--- src/rtl/uart_rx_fifo.sv ---
// 8N1 UART receiver with a two-flop input synchroniser feeding a
// first-word-fall-through FIFO read via a valid/ready handshake.
module uart_rx_fifo #(
  parameter int unsigned CLKS_PER_BIT = 104,
  parameter int unsigned DEPTH        = 16
) (
  input  logic                     clk,
  input  logic                     rst,
  input  logic                     rx_in,
  output logic [7:0]               rd_data,
  output logic                     rd_valid,
  input  logic                     rd_ready,
  output logic [$clog2(DEPTH):0]   fifo_count,
  output logic                     frame_err,
  output logic                     overrun,
  input  logic                     clr_err
);

  localparam int unsigned AW = $clog2(DEPTH);
  localparam int unsigned CW = AW + 1;
  localparam int unsigned BW = $clog2(CLKS_PER_BIT);
  localparam logic [BW-1:0] HALF_M1 = BW'(CLKS_PER_BIT / 2 - 1);
  localparam logic [BW-1:0] FULL_M1 = BW'(CLKS_PER_BIT - 1);
  localparam logic [CW-1:0] DEPTH_C = CW'(DEPTH);

  typedef enum logic [2:0] {
    S_IDLE,
    S_START,
    S_DATA,
    S_STOP,
    S_BREAK
  } state_e;

  state_e          state_q, state_d;
  logic [1:0]      sync_q, sync_d;
  logic [BW-1:0]   baud_q, baud_d;
  logic [2:0]      bit_q, bit_d;
  logic [7:0]      shift_q, shift_d;

  logic [7:0]      mem_q [DEPTH];
  logic [7:0]      mem_d [DEPTH];
  logic [AW-1:0]   wr_ptr_q, wr_ptr_d;
  logic [AW-1:0]   rd_ptr_q, rd_ptr_d;
  logic [CW-1:0]   count_q, count_d;
  logic            frame_err_q, frame_err_d;
  logic            overrun_q, overrun_d;

  logic            rx_s;
  logic            push;
  logic            fe_set;
  logic            pop;
  logic            full;
  logic            push_ok;
  logic            ovr_set;

  assign sync_d = {sync_q[0], rx_in};
  assign rx_s   = sync_q[1];

  // State register
  always_ff @(posedge clk or posedge rst) begin
    if (rst) begin
      state_q <= S_IDLE;
    end else begin
      state_q <= state_d;
    end
  end

  // Next-state and receive datapath
  always_comb begin
    state_d = state_q;
    baud_d  = baud_q;
    bit_d   = bit_q;
    shift_d = shift_q;
    case (state_q)
      S_IDLE: begin
        baud_d = '0;
        if (!rx_s) state_d = S_START;
      end
      S_START: begin
        if (baud_q == HALF_M1) begin
          baud_d  = '0;
          bit_d   = '0;
          state_d = rx_s ? S_IDLE : S_DATA;
        end else begin
          baud_d = baud_q + 1'b1;
        end
      end
      S_DATA: begin
        if (baud_q == FULL_M1) begin
          baud_d  = '0;
          shift_d = {rx_s, shift_q[7:1]};
          bit_d   = bit_q + 3'd1;
          if (bit_q == 3'd7) state_d = S_STOP;
        end else begin
          baud_d = baud_q + 1'b1;
        end
      end
      S_STOP: begin
        if (baud_q == FULL_M1) begin
          baud_d  = '0;
          state_d = rx_s ? S_IDLE : S_BREAK;
        end else begin
          baud_d = baud_q + 1'b1;
        end
      end
      S_BREAK: begin
        baud_d = '0;
        if (rx_s) state_d = S_IDLE;
      end
      default: begin
        state_d = S_IDLE;
        baud_d  = '0;
      end
    endcase
  end

  // FSM outputs: stop-bit verdict
  always_comb begin
    push   = 1'b0;
    fe_set = 1'b0;
    if (state_q == S_STOP && baud_q == FULL_M1) begin
      push   = rx_s;
      fe_set = !rx_s;
    end
  end

  // A full FIFO still takes a push when the head is popped in the same cycle
  always_comb begin
    pop      = rd_valid & rd_ready;
    full     = (count_q == DEPTH_C);
    push_ok  = push & (~full | pop);
    ovr_set  = push & ~push_ok;

    mem_d    = mem_q;
    wr_ptr_d = wr_ptr_q;
    rd_ptr_d = rd_ptr_q;
    count_d  = count_q;

    if (push_ok) begin
      mem_d[wr_ptr_q] = shift_q;
      wr_ptr_d        = wr_ptr_q + 1'b1;
    end
    if (pop) begin
      rd_ptr_d = rd_ptr_q + 1'b1;
    end
    case ({push_ok, pop})
      2'b10:   count_d = count_q + 1'b1;
      2'b01:   count_d = count_q - 1'b1;
      default: count_d = count_q;
    endcase

    frame_err_d = (frame_err_q & ~clr_err) | fe_set;
    overrun_d   = (overrun_q & ~clr_err) | ovr_set;
  end

  always_ff @(posedge clk or posedge rst) begin
    if (rst) begin
      sync_q      <= '1;
      baud_q      <= '0;
      bit_q       <= '0;
      shift_q     <= '0;
      wr_ptr_q    <= '0;
      rd_ptr_q    <= '0;
      count_q     <= '0;
      frame_err_q <= 1'b0;
      overrun_q   <= 1'b0;
      for (int unsigned i = 0; i < DEPTH; i++) begin
        mem_q[i] <= '0;
      end
    end else begin
      sync_q      <= sync_d;
      baud_q      <= baud_d;
      bit_q       <= bit_d;
      shift_q     <= shift_d;
      wr_ptr_q    <= wr_ptr_d;
      rd_ptr_q    <= rd_ptr_d;
      count_q     <= count_d;
      frame_err_q <= frame_err_d;
      overrun_q   <= overrun_d;
      for (int unsigned i = 0; i < DEPTH; i++) begin
        mem_q[i] <= mem_d[i];
      end
    end
  end

  assign rd_data    = mem_q[rd_ptr_q];
  assign rd_valid   = (count_q != '0);
  assign fifo_count = count_q;
  assign frame_err  = frame_err_q;
  assign overrun    = overrun_q;

endmodule

--- config.mk ---
export PLATFORM = sky130hd
export DESIGN_NAME = uart_rx_fifo
export DESIGN_NICKNAME = d
export VERILOG_FILES = /design/src/rtl/uart_rx_fifo.sv
export SDC_FILE = /design/constraint.sdc
export NUM_CORES = 1
export LEC_CHECK = 0
export CAP_MARGIN = 20
export CORE_AREA = 2 2 118 120
export DETAILED_ROUTE_END_ITERATION = 7
export DIE_AREA = 0 0 120 122
export PLACE_DENSITY = 0.81
export SLEW_MARGIN = 20
export SYNTH_ARGS = -nofsm -noshare
export SYNTH_HDL_FRONTEND = slang
export SYNTH_SLANG_ARGS = --single-unit
--- constraint.sdc ---
create_clock -name clk -period 8.8 [get_ports clk]
set_input_delay 2.64 -clock clk [delete_from_list [all_inputs] [get_ports clk]]
set_output_delay 2.64 -clock clk [all_outputs]
set_load 0.005 [all_outputs]
==> impl_metrics.toml, run 1 <==
[run_status]
status = "finished, final reports clean"

[timing]
setup_tns_ns = 0
setup_slack_ns = 3.15
worst_slew_pin_slew_ns = 0.892
setup_viol = 0
skew_ns = 0.00762
fmax_mhz = 177
fin_crit_sh = 0.642
slew-limit-headroom = 0.406
hold_viol = 0
rsz0062_at_grt = "false"
fin_crit_ns = 5.65
report.final.slew_viol_count = 0

[detailed_routing]
first_iter_violations = 277
routed_wl_mm = 16.1
first_pass_iters = 4
wl_per_cell_um = 21.6
ant_nets = 0
drc = 0
vias_per_cell = 6.20
vias = 4621

[critical_path]
r2r_slack_ns = 4.88
slowest_stage = "dfrtp_1"
slowest_delay_ns = 0.77
crit_chain = "buf_4 -> mux4_2 -> a22oi_1 -> nand2_1 -> clkdlybuf4s50_1"
cp_max_fo = 23
crit_type = "reg -> out"
crit_path_start_kind = "flop"
end_kind = "output port"
critPathArrivalTime_ns = 3.01
cp.required_ns = 6.16

[floorplanning]
rows = 43
die_y_um = 122
dieArea_um2 = 14600
core_region_area_um2 = 13500
ios = 21
die_w_um = 120
initial_core_util = 0.589

[synth]
yosysUniqueCellTypes = 50
netlist_area_um2 = 7950
yosysWarningCount = 0
synth_area_per_cell_um2 = 14.7
synth_cells = 540
synth_top_area_cell = "dfrtp_1"
synth_nets = 558
synth_edf_count = 0
synth_seq_cells = 166
ys_seq_area_frac = 0.523
async_flop_share = 1.00
synthFlopType = "dfrtp_1"
synth_top_area_frac = 0.516
synthTopCellsByArea = "dfrtp_1 (52%), mux2_2 (18%), mux4_2 (9.1%)"

[flow_run]
drv_cap = 0

[global_routing]
grtUsageTotal = 0.241
antenna_found_initial = 0
grt_overflow_total = 0
grt_pass1_vias = 4852
grt_max_degree = 103
grt_pass1_wl_mm = 26.3

[placed_design]
dpl-instance-area_um2 = 8260
port_buffers = 20
dp_slack_ns = 2.60
gp_congestion = 0.784
dp_hpwl_mm = 10.2

[final_layout]
drive_gt1_frac = 0.402
antenna_cells = 0
nets = 571
design_area_um2 = 8890
syn2layout_area_growth_pct = 11.8

[power_and_ir_drop]
power.leakage_nw = 4.20
peakVddDrop_v = 0.000116
power.total_mw = 1.90
pwr_density_cell_nw_per_um2 = 214

[cts]
insertion_delay_ns = 0.43
cts_setup_buffers = 0
cts_made_buffers = 17
clock_sinks = 166
clockBufferDepth = 2
cts_tree = "done"
cts.repair.resized = 0
clk_pin_slew_ns = 0.06
postCtsHoldBufs = 0
cts-root-buf = "clkbuf_16"
htree_num_levels = 4

[min_path]
hold_class = "reg -> reg"
==> worst max-delay path: cells and delay by family, from the launching register on <==
family / cells / cell delay (ns)
AO/OA/AOI/OAI: 1 / 0.21
buffers and inverters: 2 / 0.93
flip-flops: 1 / 0.77
multiplexers: 1 / 0.57
AND/OR/NAND/NOR: 1 / 0.09
==> power by group <==
group / leakage (nW) / total (mW) / switching (mW) / internal (mW)
Combinational: 1.64 / 0.317 / 0.179 / 0.138
Clock: 0.295 / 0.758 / 0.299 / 0.459
Sequential: 2.27 / 0.828 / 0.0418 / 0.786
==> metal layers <==
metal  vias up  part of all wire  GRT usage
li1       2040                 -          -
met1      2470              0.44      0.318
met2        87              0.51      0.393
met3        24             0.033     0.0501
met4         0             0.020      0.100
met5         -                 0          0
==> worst paths after layout <==
path,startpoint,to,depth (start not counted)
worst max-delay path,rd_ptr_q[1],rd_data[1],5
worst min-delay path,sync_q[0],sync_q[1],0
worst max register to register,baud_q[0],fifo_count[4],11
worst min register to register,sync_q[0],sync_q[1],0
max in group asynchronous,rst,mem_q[90],3
min in group asynchronous,rst,baud_q[3],2
==> sequential cells by signal, indices dropped and copies added, names as in the netlist, 3 cells and up <==
name	flops
mem_q	128
shift_q	8
baud_q	7
fifo_count	5
rd_ptr_q	4
wr_ptr_q	4
bit_q	3
state_q	3
==> stage by stage <==
step / std cells / utilization / hold slack [ns]
finish: 745 / 0.658 / 0.356
detailed placement: 713 / 0.612 / 0.349
global route: 745 / 0.658 / 0.356
global placement: 713 / 0.612 / 0.346
CTS: 744 / 0.657 / 0.358
floorplan: 540 / - / 0.345
==> layout by cell type (no fill, tap or decap), types with 3 or more instances in the layout <==
| master | n |
|---|---|
| nand3_1 | 6 |
| nor4_4 | 9 |
| mux2_2 | 124 |
| a21oi_1 | 7 |
| xor2_1 | 5 |
| inv_6 | 3 |
| mux2_4 | 15 |
| nor3_1 | 7 |
| or4_1 | 3 |
| nand2b_1 | 4 |
| mux4_2 | 32 |
| nor4_1 | 3 |
| inv_1 | 12 |
| clkbuf_16 | 17 |
| a22oi_1 | 16 |
| nor2b_1 | 3 |
| buf_4 | 3 |
| dfrtp_1 | 163 |
| nor3b_1 | 3 |
| xnor2_1 | 9 |
| nor2_1 | 9 |
| ha_1 | 12 |
| nand4_2 | 3 |
| o21ai_0 | 3 |
| clkdlybuf4s50_1 | 20 |
| nand2_1 | 26 |
| nand4_1 | 3 |
| clkinv_2 | 4 |
| bufinv_16 | 3 |
==> synth_stat cells (all sizes together), types with 3 or more instances <==
master  count
nor2        9
nor4       13
buf        12
xor2        5
mux4       32
nor3b       4
xnor2       9
nand4       6
a21oi       7
nand2b      4
inv        13
ha         12
mux2      139
or4         4
nand3       6
o21ai       3
a22oi      16
clkbuf     18
nor3        7
nand2      26
dfrtp     164
nor2b       3
==> final cells by class <==
class,instances,area [um2]
inverters,13,53.8
flip-flops and latches,166,4160
clock buffers,19,453
repair buffers,24,238
multi-input cells,331,3610
fillers,912,4620
well taps,180,225
clock inverters,12,151
==> kinds of logic (layout without fill, tap and decap cells) <==
family | after synthesis | in the layout | synth area share
mux | 171 | 171 | 0.295
compound gates | 41 | 41 | 0.0356
fa+ha+maj | 13 | 13 | 0.0214
buf+inv | 43 | 68 | 0.0250
flops | 166 | 166 | 0.523
xor+xnor | 14 | 14 | 0.0154
simple gates | 92 | 92 | 0.0853
(Power assumes the default switching activity.)
==> run 2, diff against run 1 <==
Clock period 8.8 ns to 5.7 ns, I/O delays scaled along.
==> run 2 against run 1 <==
Against the previous run:
- total power grew 50%
- sequential power grew 56%
- register-to-register slack lost 3.2 ns
- utilization shrank 0.22 points
- sequential share of layout area grew 0.16 points
- non-clock buffer count grew 1
- highest routed layer unchanged
==> impl_metrics.toml, run 2 (synthesis results as in run 1) <==
[run_status]
status = "finished, final reports clean"

[final_layout]
syn2layout_area_growth_pct = 11.4
largest_reg_flops = 128
top_regs = "mem_q: 128 flops, shift_q: 8 flops, baud_q: 7 flops"
regMostFlops = "mem_q"
antenna_cells = 0
fillers = 926
layout.cells.most_common = "dfrtp_1"
nets = 572
drive_gt1_frac = 0.402
finalCoreUtilization = 0.656
final_cell_mix = "dfrtp_1 (163), mux2_2 (124), mux4_2 (32)"

[floorplanning]
initial_core_util = 0.589
dieArea_um2 = 14600
core_region_area_um2 = 13500
die_y_um = 122
ios = 21
rows = 43
die_w_um = 120

[global_routing]
grt_overflow_total = 0
antenna_found_initial = 0
grt_pass1_vias = 4728
grtUsageTotal = 0.235
grt_pass1_wl_mm = 25.8
grt_max_degree = 167

[critical_path]
end_kind = "output port"
critPathArrivalTime_ns = 2.83
slowest_stage = "dfrtp_2"
crit_path_start_kind = "flop"
reg2reg_to = "fifo_count[4]"
crit_chain = "buf_4 -> mux4_2 -> a22oi_1 -> nand2_1 -> clkdlybuf4s50_1"
cp_max_fo = 13
slowest_delay_ns = 0.63
cp.required_ns = 3.99
r2r_start = "baud_q[0]"
rr_worst_depth = 11
crit_type = "reg -> out"
r2r_slack_ns = 1.70

[cts]
cts-root-buf = "clkbuf_16"
clk_pin_slew_ns = 0.07
cts_setup_buffers = 0
cts.repair.resized = 0
clockBufferDepth = 2
htree_num_levels = 4
insertion_delay_ns = 0.43
cts_made_buffers = 17
clock_sinks = 166
cts_tree = "done"
postCtsHoldBufs = 0

[power_and_ir_drop]
power.total_mw = 2.85
peakVddDrop_v = 0.000223
clkPwrFrac = 0.379
netSwitchingFraction = 0.288
seqPwrFrac = 0.451
p_comb_frac = 0.171
p_switching_mw = 0.822
p_int_mw = 2.03
pwr_density_cell_nw_per_um2 = 322
power.leakage_nw = 4.18

[detailed_routing]
wl_per_cell_um = 21.5
drc = 0
routed_wl_mm = 16.1
vias_per_cell = 6.11
ant_nets = 0
vias = 4567
first_pass_iters = 4
first_iter_violations = 360

[timing]
fin_crit_sh = 0.796
report.final.slew_viol_count = 0
fmax_mhz = 220
setup_viol = 0
fin_crit_ns = 4.54
setup_tns_ns = 0
hold_viol = 0
slew-limit-headroom = 0.406
hold_slack_ns = 0.358
worst_slew_pin_slew_ns = 0.891
skew_ns = 0.0122
rsz0062_at_grt = "false"

[min_path]
min_from = "sync_q[0]"
hold_class = "reg -> reg"
min_to = "sync_q[1]"
min_path_cells = 0

[placed_design]
gp_congestion = 0.767
dp_hpwl_mm = 9.94
port_buffers = 20

[flow_run]
drv_cap = 0
run 2: power by group through the flow:
stage | logic, mW | clock network (mW) | registers (mW)
6_report | 0.486 | 1.08 | 1.29
5_1_grt | 0.524 | 1.14 | 1.29
4_1_cts | 0.489 | 1.09 | 1.29
3_5_place_dp | 0.489 | 0 | 1.31
3_3_place_gp | 0.475 | 0 | 1.30
2_1_floorplan | 0.367 | 0 | 1.27
run 2: worst max-delay path by stage:
stage | from | to | slack (ns)
after CTS | rd_ptr_q[0] | rd_data[4] | 1.10
after detailed placement | rd_ready | fifo_count[4] | 0.97
after floorplan | rd_ready | fifo_count[4] | 1.47
final | rd_ptr_q[0] | rd_data[5] | 1.16
after global routing | rd_ptr_q[0] | rd_data[5] | 1.00
after global placement | rd_ready | fifo_count[4] | 1.13
run 2: routing by layer:
layer | vias to the layer above | track usage | routed length (um)
li1 | 2034 | - | -
met1 | 2384 | 0.323 | 7130
met2 | 120 | 0.374 | 7930
met3 | 29 | 0.0435 | 652
met4 | 0 | 0.0941 | 350
met5 | - | 0 | 0
run 2: area by class of cell:
type                    count  area, um2  area share
multi-input cells         331       3610       0.407
clock inverters            11       92.6      0.0105
well taps                 180        225      0.0254
flip-flops and latches    166       4160       0.469
repair buffers             25        250      0.0283
inverters                  13       52.6     0.00593
clock buffers              21        470      0.0531
run 2: metrics by stage:
step                      setup slack, ns  cell area, um2  std cells
after CTS                            1.10            8850        747
final                                1.16            8860        747
after floorplan                      1.47            7960        540
after global placement               1.13            8290        715
after global routing                 1.00            8860        747
after detailed placement            0.969            8290        715
run 2: worst max-delay path: cells and delay by family, from the launching register on:
family	cells	cell delay, ns
AND/OR/NAND/NOR	1	0.10
multiplexers	1	0.54
buffers and inverters	2	0.81
AO/OA/AOI/OAI	1	0.32
flip-flops	1	0.63
==> run 3, diff against run 2 <==
Clock period 5.7 ns to 4.3 ns, I/O delays scaled along.
==> run 3 against run 2 <==
Against the previous run:
- final cell count rose by 0.67%
- clock-buffer cell count fell by 2
- critical path depth did not move
- final area rose by 1.0%
- critical path type unchanged
- critical endpoint unchanged
- largest power group unchanged
- highest routed layer unchanged
==> impl_metrics.toml, run 3 (synthesis results as in run 1) <==
[floorplanning]
core_region_area_um2 = 13500
rows = 43
die_y_um = 122
die_w_um = 120
dieArea_um2 = 14600
initial_core_util = 0.589
ios = 21

[timing]
fmax_mhz = 251
rsz0062_at_grt = "false"
skew_ns = 0.00921
setup_tns_ns = 0
hold_viol = 0
fin_crit_sh = 0.925
slew-limit-headroom = 0.453
report.final.slew_viol_count = 0
worst_slew_pin_slew_ns = 0.818
fin_crit_ns = 3.98
setup_viol = 0

[detailed_routing]
routed_wl_mm = 16.1
vias_per_cell = 6.12
ant_nets = 0
first_pass_iters = 4
drc = 0
vias = 4599
wl_per_cell_um = 21.4
first_iter_violations = 290

[final_layout]
top_regs = "mem_q: 128 flops, shift_q: 8 flops, baud_q: 7 flops"
multi_input_area_um2 = 3610
drive_gt1_frac = 0.406
syn2layout_area_growth_pct = 12.5
final_cell_mix = "dfrtp_1 (163), mux2_2 (124), mux4_2 (32)"
antenna_cells = 0
layout.cells.most_common = "dfrtp_1"
seq_area_um2 = 4160
design_area_um2 = 8950
fillers = 902
regMostFlops = "mem_q"
largest_reg_flops = 128
nets = 577

[cts]
cts.repair.resized = 0
clockBufferDepth = 2
postCtsHoldBufs = 0
cts_made_buffers = 17
htree_num_levels = 4
cts_tree = "done"
cts_setup_buffers = 0
clk_pin_slew_ns = 0.06
cts-root-buf = "clkbuf_16"
clock_sinks = 166
insertion_delay_ns = 0.44

[critical_path]
end_kind = "output port"
cp_max_fo = 25
slowest_stage = "dfrtp_2"
path_delay_family = "buffers and inverters"
critPathArrivalTime_ns = 2.69
crit_type = "reg -> out"
slowest_delay_ns = 0.57
crit_chain = "buf_12 -> mux4_2 -> a22oi_1 -> nand2_1 -> clkdlybuf4s50_1"
cp.required_ns = 3.01
crit_path_start_kind = "flop"
path_buf_inv = 2

[global_routing]
grt_pass1_vias = 4871
grt_overflow_total = 0
grt_max_degree = 51
grt_pass1_wl_mm = 26.5
antenna_found_initial = 0
grtUsageTotal = 0.240

[placed_design]
gp_congestion = 0.791
dp_hpwl_mm = 10.5
dpl-instance-area_um2 = 8360
port_buffers = 20

[run_status]
status = "finished, final reports clean"

[power_and_ir_drop]
power.leakage_nw = 4.23
peakVddDrop_v = 0.000308
pwr_density_cell_nw_per_um2 = 435

[min_path]
hold_class = "reg -> reg"

[flow_run]
drv_cap = 0
[run 3: final timing paths]
| path | slack (ns) | cells past startpoint | endpoint | from |
|---|---|---|---|---|
| setup / recovery | 0.32 | 5 | rd_data[5] | rd_ptr_q[0] |
| hold / removal | 0.36 | 0 | sync_q[1] | sync_q[0] |
| setup reg to reg | 0.42 | 11 | fifo_count[4] | baud_q[0] |
| hold reg to reg | 0.36 | 0 | sync_q[1] | sync_q[0] |
| max in group asynchronous | 2.19 | 3 | sync_q[0] | rst |
| min in group asynchronous | 1.33 | 2 | mem_q[22] | rst |
[run 3: cell type report]
| cell class | count | share of cell area |
|---|---|---|
| Tap cell | 180 | 0.0252 |
| Clock buffer | 19 | 0.0484 |
| Timing Repair Buffer | 30 | 0.0364 |
| Multi-Input combinational cell | 331 | 0.403 |
| Inverter | 13 | 0.00587 |
| Sequential cell | 166 | 0.465 |
| Clock inverter | 13 | 0.0162 |
[run 3: routing by layer]
metal / routed length [um] / global-route usage / vias to the layer above
li1: - / - / 2055
met1: 6890 / 0.325 / 2404
met2: 8080 / 0.385 / 106
met3: 751 / 0.0473 / 34
met4: 367 / 0.0985 / 0
met5: 0 / 0 / -
[run 3: stage by stage]
step | worst slack (ns) | power (mW) | hold WS [ns] | util | cells
3_3_place_gp | 0.317 | 2.39 | 0.346 | 0.619 | 720
4_1_cts | 0.302 | 3.92 | 0.362 | 0.662 | 752
5_1_grt | 0.205 | 4.04 | 0.367 | 0.663 | 752
6_report | 0.322 | 3.89 | 0.362 | 0.663 | 752
2_1_floorplan | 0.487 | 2.17 | 0.345 | - | 540
3_5_place_dp | 0.127 | 2.41 | 0.347 | 0.619 | 720
[run 3: worst register-to-register path: stages, from the launching register on]
cell,delay (ns)
dfrtp_1,0.37
ha_1,0.23
nand2b_1,0.17
or4_4,0.74
nor3b_1,0.38
inv_1,0.08
ha_1,0.30
fa_1,0.44
a21o_1,0.20
a2111oi_0,0.43
a31oi_1,0.09
a221o_1,0.33
[run 3: power breakdown]
group / internal (mW) / switching, mW / leakage [nW]
logic: 0.316 / 0.354 / 1.68
registers: 1.61 / 0.102 / 2.27
clock network: 0.864 / 0.647 / 0.287
